--- config.mk ---
export PLATFORM = sky130hd
export DESIGN_NAME = spiflash_line_cache
export DESIGN_NICKNAME = d
export VERILOG_FILES = /design/src/rtl/spiflash_line_cache.sv
export SDC_FILE = /design/constraint.sdc
export NUM_CORES = 1
export LEC_CHECK = 0
export BUFFER_PORTS_ARGS = -buffer_cell sky130_fd_sc_hd__buf_4
export CAP_MARGIN = 20
export CORE_MARGIN = 2
export CORE_UTILIZATION = 45
export CTS_CLUSTER_DIAMETER = 150
export CTS_CLUSTER_SIZE = 25
export DETAILED_ROUTE_END_ITERATION = 16
export SLEW_MARGIN = 5
export SYNTH_ARGS = -nofsm -noshare
export SYNTH_HDL_FRONTEND = slang
export SYNTH_SLANG_ARGS = --single-unit
--- constraint.sdc ---
create_clock -name wb_clk_i -period 3.53 [get_ports wb_clk_i]
set_input_delay 0.5295 -clock wb_clk_i [delete_from_list [all_inputs] [get_ports wb_clk_i]]
set_output_delay 0.5295 -clock wb_clk_i [all_outputs]
set_load 0.01 [all_outputs]
--- src/rtl/spiflash_line_cache.sv ---
// Direct-mapped read-only line cache in front of the SPI flash XIP wrapper.
// Hits acknowledge one cycle after the strobe; misses fill a whole line
// through the master port, one word per transaction, then re-look up.
// Optional build macro SPIFLASH_CACHE_STATS_EN adds hit/miss counters.
module spiflash_line_cache #(
  parameter int LINES     = 8,
  parameter int WORDS     = 4,
  parameter int ADDR_BITS = 24
) (
  input  logic        wb_clk_i,
  input  logic        wb_rst_n_i,
  input  logic [31:0] s_adr_i,
  input  logic        s_cyc_i,
  input  logic        s_stb_i,
  output logic [31:0] s_dat_o,
  output logic        s_ack_o,
  output logic [31:0] m_adr_o,
  output logic        m_cyc_o,
  output logic        m_stb_o,
  input  logic [31:0] m_dat_i,
  input  logic        m_ack_i,
`ifdef SPIFLASH_CACHE_STATS_EN
  output logic [31:0] hit_count_o,
  output logic [31:0] miss_count_o,
`endif
  input  logic        flush_i
);

  localparam int OFF_W = $clog2(WORDS);
  localparam int IDX_W = $clog2(LINES);
  localparam int TAG_W = ADDR_BITS - 2 - OFF_W - IDX_W;

  typedef enum logic [1:0] {IDLE, ACK, FILL} state_t;

  // Address split of the incoming CPU request
  logic [OFF_W-1:0] req_off;
  logic [IDX_W-1:0] req_idx;
  logic [TAG_W-1:0] req_tag;
  logic             unused_adr;

  assign req_off    = s_adr_i[2 +: OFF_W];
  assign req_idx    = s_adr_i[2+OFF_W +: IDX_W];
  assign req_tag    = s_adr_i[2+OFF_W+IDX_W +: TAG_W];
  assign unused_adr = ^s_adr_i;

  // Storage: data words and tags need no reset, only valid bits do
  logic [31:0]      mem_q [0:LINES*WORDS-1];
  logic [TAG_W-1:0] tag_q [0:LINES-1];

  state_t           state_q, state_d;
  logic [LINES-1:0] valid_q, valid_d;
  logic [OFF_W-1:0] cnt_q, cnt_d;
  logic [IDX_W-1:0] fidx_q, fidx_d;
  logic [TAG_W-1:0] ftag_q, ftag_d;
  logic [31:0]      dat_q, dat_d;
  logic             ack_q, ack_d;
  logic             cyc_q, cyc_d;
  logic             fpend_q, fpend_d;   // flush seen while a fill was in flight
  logic             refill_q, refill_d; // next lookup is the post-fill re-lookup
  logic             mem_we, tag_we, hit_inc, miss_inc;
  logic             hit;

  assign hit = valid_q[req_idx] && (tag_q[req_idx] == req_tag);

  // Next-state and datapath decisions for the IDLE/ACK/FILL controller
  always_comb begin
    state_d  = state_q;
    valid_d  = valid_q;
    cnt_d    = cnt_q;
    fidx_d   = fidx_q;
    ftag_d   = ftag_q;
    dat_d    = dat_q;
    ack_d    = 1'b0;
    cyc_d    = cyc_q;
    fpend_d  = fpend_q;
    refill_d = refill_q;
    mem_we   = 1'b0;
    tag_we   = 1'b0;
    hit_inc  = 1'b0;
    miss_inc = 1'b0;
    case (state_q)
      IDLE: begin
        refill_d = 1'b0;
        // A flush in the same cycle defers the lookup so it sees cleared valids
        if (s_cyc_i && s_stb_i && !ack_q && !flush_i) begin
          if (hit) begin
            dat_d   = mem_q[{req_idx, req_off}];
            ack_d   = 1'b1;
            state_d = ACK;
            hit_inc = !refill_q;
          end else begin
            fidx_d   = req_idx;
            ftag_d   = req_tag;
            cnt_d    = '0;
            cyc_d    = 1'b1;
            state_d  = FILL;
            miss_inc = 1'b1;
          end
        end
      end
      ACK: state_d = IDLE;
      FILL: begin
        if (flush_i) fpend_d = 1'b1;
        if (m_ack_i) begin
          mem_we = 1'b1;
          if (cnt_q == OFF_W'(WORDS-1)) begin
            tag_we = 1'b1;
            if (!(fpend_q || flush_i)) valid_d[fidx_q] = 1'b1;
            fpend_d  = 1'b0;
            cyc_d    = 1'b0;
            refill_d = 1'b1;
            state_d  = IDLE;
          end else begin
            cnt_d = cnt_q + 1'b1;
          end
        end
      end
      default: state_d = IDLE;
    endcase
    if (flush_i) valid_d = '0;
  end

  // Controller and registered outputs
  always_ff @(posedge wb_clk_i or negedge wb_rst_n_i) begin
    if (!wb_rst_n_i) begin
      state_q  <= IDLE;
      valid_q  <= '0;
      cnt_q    <= '0;
      fidx_q   <= '0;
      ftag_q   <= '0;
      dat_q    <= '0;
      ack_q    <= 1'b0;
      cyc_q    <= 1'b0;
      fpend_q  <= 1'b0;
      refill_q <= 1'b0;
    end else begin
      state_q  <= state_d;
      valid_q  <= valid_d;
      cnt_q    <= cnt_d;
      fidx_q   <= fidx_d;
      ftag_q   <= ftag_d;
      dat_q    <= dat_d;
      ack_q    <= ack_d;
      cyc_q    <= cyc_d;
      fpend_q  <= fpend_d;
      refill_q <= refill_d;
    end
  end

  // Line data and tag writes from the fill path
  always_ff @(posedge wb_clk_i) begin
    if (mem_we) mem_q[{fidx_q, cnt_q}] <= m_dat_i;
    if (tag_we) tag_q[fidx_q] <= ftag_q;
  end

  logic [ADDR_BITS-1:0] fill_adr;
  assign fill_adr = {ftag_q, fidx_q, cnt_q, 2'b00};

  assign s_dat_o = dat_q;
  assign s_ack_o = ack_q;
  assign m_cyc_o = cyc_q;
  assign m_stb_o = cyc_q;
  assign m_adr_o = cyc_q ? 32'(fill_adr) : 32'h0;

`ifdef SPIFLASH_CACHE_STATS_EN
  logic [31:0] hit_cnt_q, hit_cnt_d, miss_cnt_q, miss_cnt_d;

  // Lookup statistics, cleared together with the valid bits
  always_comb begin
    hit_cnt_d  = hit_cnt_q + {31'b0, hit_inc};
    miss_cnt_d = miss_cnt_q + {31'b0, miss_inc};
    if (flush_i) begin
      hit_cnt_d  = '0;
      miss_cnt_d = '0;
    end
  end

  // Counter registers
  always_ff @(posedge wb_clk_i or negedge wb_rst_n_i) begin
    if (!wb_rst_n_i) begin
      hit_cnt_q  <= '0;
      miss_cnt_q <= '0;
    end else begin
      hit_cnt_q  <= hit_cnt_d;
      miss_cnt_q <= miss_cnt_d;
    end
  end

  assign hit_count_o  = hit_cnt_q;
  assign miss_count_o = miss_cnt_q;
`else
  logic unused_stats;
  assign unused_stats = hit_inc ^ miss_inc;
`endif

endmodule

==> results_dict.tcl <==
set metrics [dict create \
    power_density_nw_per_um2 522 \
    start_kind "flip-flop" \
    seq_power_share_pct 62.8 \
    placed_cells 3479 \
    p_sw_share_pct 23.3 \
    post-route-min-period_ns 2.94 \
    ant_nets 0 \
    drt_iter0_drc 1960 \
    leakagePower_nw 16.6 \
    path_cells "mux4_2, mux2i_1, xor2_1, nand3_1, nor4_4, and4b_2, buf_12, mux2_1" \
    die-width_um 328 \
    antenna_found_initial 2 \
    pwr-share-clk_pct 26.7 \
    synth-edff-count 1160 \
    ys_seq_elements 1227 \
    synthFlopType "edfxtp_1" \
    cts_tree "yes" \
    cp_data_required_time_ns 4.09 \
    h-tree-depth 2 \
    grtUsageTotal_pct 20.4 \
    cap_viol_max_count 0 \
    switching_power_mw 6.40 \
    clk_pin_slew_worst_paths_ns 0.10 \
    via_per_inst 5.89 \
    synth_area_leaders "edfxtp_1 (74%), mux4_2 (17%), dfrtp_1 (3.5%)" \
    async_reset_ff_share_pct 5.46 \
    numCtsBuffers 55 \
    p_comb_share_pct 10.5 \
    design.core.area_um2 104000 \
    final_cell_count_no_fill 3583 \
    initial_core_util_pct 45.5 \
    power_mw 27.4 \
    place_hpwl_mm 61.0 \
    clock_skew_ns 0.0247 \
    portBuffers 116 \
    crit_slowest_cell "mux4_2" \
    reg2reg_depth 8 \
    drcViolationCount 0 \
    hold_path_depth 2 \
    cts.sinks 1227 \
    post-route-period-util_pct 83.3 \
    slowest_delay_ns 0.48 \
    cts.path.max_buffers 3 \
    hold_class "input port to flip-flop" \
    ir_drop_mv 0.354 \
    critPathBufInv 1 \
    endpoint_kind "flip-flop" \
    setup_slack_ns 0.591 \
    maxSlewViolCount 0 \
    cts_root_buffer "clkbuf_16" \
    syn_area_per_cell_um2 23.9 \
    grt_pass1_vias 21800 \
    setup_violations 0 \
    intPower_mw 21.0 \
    critPathKind "flip-flop to flip-flop" \
    placed_area_um2 50900 \
    pre_cts_ws_ns -0.0890 \
    place.gp.congestion 0.750 \
    grt-ovfl-total 0 \
    holdWs_ns 0.109 \
    status "finished, final reports clean" \
    drt_pass1_iterations 5 \
    synth.distinct_cells 46 \
    arrival_ns 3.50 \
    final-hold-violation-count 0 \
    dr_total_vias 21100 \
    grt_start_max_net_pins 48 \
    rows 118 \
    ys_seq_area_share_pct 77.2 \
    io_pins 137 \
    syn_area_um2 47300 \
    totalWireLength_mm 109 \
    relSlewSlack_pct 40.2 \
    grt_setup_unrepaired "no" \
    path_depth 8 \
    crit_fanout 18 \
    synthCells 1976 \
    yosys.area.top_type "edfxtp_1" \
    final_area_um2 52500 \
    drive_gt1_share_pct 33.7 \
    synth_top_area_share_pct 73.7 \
    wl_per_cell_um 30.3 \
    die_h_um 328 \
    critPathTopFamily "multiplexers" \
    yosys_warnings 0 \
    worst_pin_slew_ns 0.894 \
    area_growth_syn_to_layout_pct 11.1 \
    clk_latency_ns 0.68 \
    die_area_um2 108000 \
    grt_pass1_wl_mm 157 \
    num-nets-final 2231 \
    fmax_ghz 0.340 \
]
-- power groups by stage --
| stage | sequential [mW] | clock, mW | combinational [mW] |
|---|---|---|---|
| floorplan | 17.3 | 0 | 1.66 |
| global placement | 17.5 | 0 | 2.89 |
| detailed placement | 17.6 | 0 | 2.94 |
| CTS | 17.2 | 7.53 | 2.95 |
| global route | 17.3 | 7.99 | 3.08 |
| finish | 17.2 | 7.32 | 2.89 |
-- kinds of logic after synthesis --
group | Yosys count | share of synthesized area, %
AO/OA/AOI/OAI | 22 | 0.312
other | 1 | 0.00793
adder cells (fa/ha/maj) | 4 | 0.106
AND/OR/NAND/NOR | 132 | 1.41
XOR/XNOR | 14 | 0.259
multiplexers | 459 | 19.4
flip-flops | 1227 | 77.2
buffers and inverters | 117 | 1.27
-- synthesized netlist by cell type (3+ instances only) --
library cell,number
a21oi_1,5
and2_1,24
buf_1,3
buf_2,36
buf_4,18
buf_8,3
clkbuf_1,52
dfrtp_1,67
edfxtp_1,1160
ha_1,4
inv_1,3
mux2_1,29
mux2_2,41
mux2_4,18
mux2i_1,19
mux4_2,352
nand2_1,12
nand3_1,4
nand3b_1,4
nand4_1,5
nor2_1,62
nor2b_1,4
nor3_1,6
o21ai_0,4
xor2_1,12
-- worst register-to-register path, stage by stage, from the launching register on --
cell      delay (ns)
edfxtp_1        0.39
mux4_2          0.48
mux2i_1         0.18
xor2_1          0.20
nand3_1         0.17
nor4_4          0.44
and4b_2         0.39
buf_12          0.21
mux2_1          0.38
-- layout make-up --
cell class	instances	area [um2]
inverters	3	11.3
multi-input cells	641	10500
clock buffers	100	1550
flip-flops and latches	1227	36500
clock inverters	2	38.8
repair buffers	229	2200
fillers	8089	51300
diodes	1	2.50
well taps	1380	1730
-- cells in the final DEF, fill, tap and decap left out, types with 5 or more instances in the layout --
| cell type | n |
|---|---|
| nand2_1 | 12 |
| conb_1 | 10 |
| dfrtp_1 | 67 |
| mux2i_1 | 19 |
| edfxtp_1 | 1160 |
| a21oi_1 | 5 |
| buf_4 | 188 |
| nor2_4 | 32 |
| mux2_4 | 18 |
| clkbuf_1 | 45 |
| nor2_2 | 7 |
| nor3_1 | 6 |
| buf_12 | 37 |
| mux2_2 | 41 |
| nor2_1 | 23 |
| nand4_1 | 5 |
| and2_1 | 24 |
| mux2_1 | 29 |
| mux4_2 | 352 |
| xor2_1 | 12 |
| clkbuf_16 | 55 |
-- through the flow --
step	util, %	setup TNS [ns]
after detailed placement	49.0	-2.41
after CTS	50.6	0
after global routing	50.6	0
after global placement	49.0	-0.559
after floorplan	-	0
final	50.6	0
-- path summary, 6_finish.rpt --
path	to	startpoint	slack, ns
max	s_dat_o[29]	tag_q[7][11]	0.59
min	ftag_q[3]	s_adr_i[10]	0.11
min reg2reg	s_dat_o[28]	s_dat_o[28]	0.50
min in group asynchronous	ftag_q[2]	wb_rst_n_i	0.37
max in group asynchronous	s_dat_o[2]	wb_rst_n_i	2.42
max reg2reg	s_dat_o[29]	tag_q[7][11]	0.59
-- repair_timing --
item | CTS | global route
setup endpoints to repair | 0 | 0
buffers inserted | 0 | 0
gates resized for setup | 0 | 0
hold buffers | 1 | 0
hold endpoints to repair | 24 | 0
-- state kept, by name, indices dropped and copies added (netlist names), 2 cells and up --
| name | cells |
|---|---|
| fidx_q | 3 |
| state_q | 2 |
| cnt_q | 2 |
| s_dat_o | 32 |
| ftag_q | 17 |
| mem_q | 1024 |
| tag_q | 136 |
| valid_q | 8 |
-- metal layers --
metal,vias up,GRT usage [%],wire [um]
li1,8651,-,-
met1,11700,29.1,45800
met2,615,34.3,54900
met3,117,2.82,6030
met4,4,3.76,1850
met5,-,0,21
(Power assumes the default switching activity.)
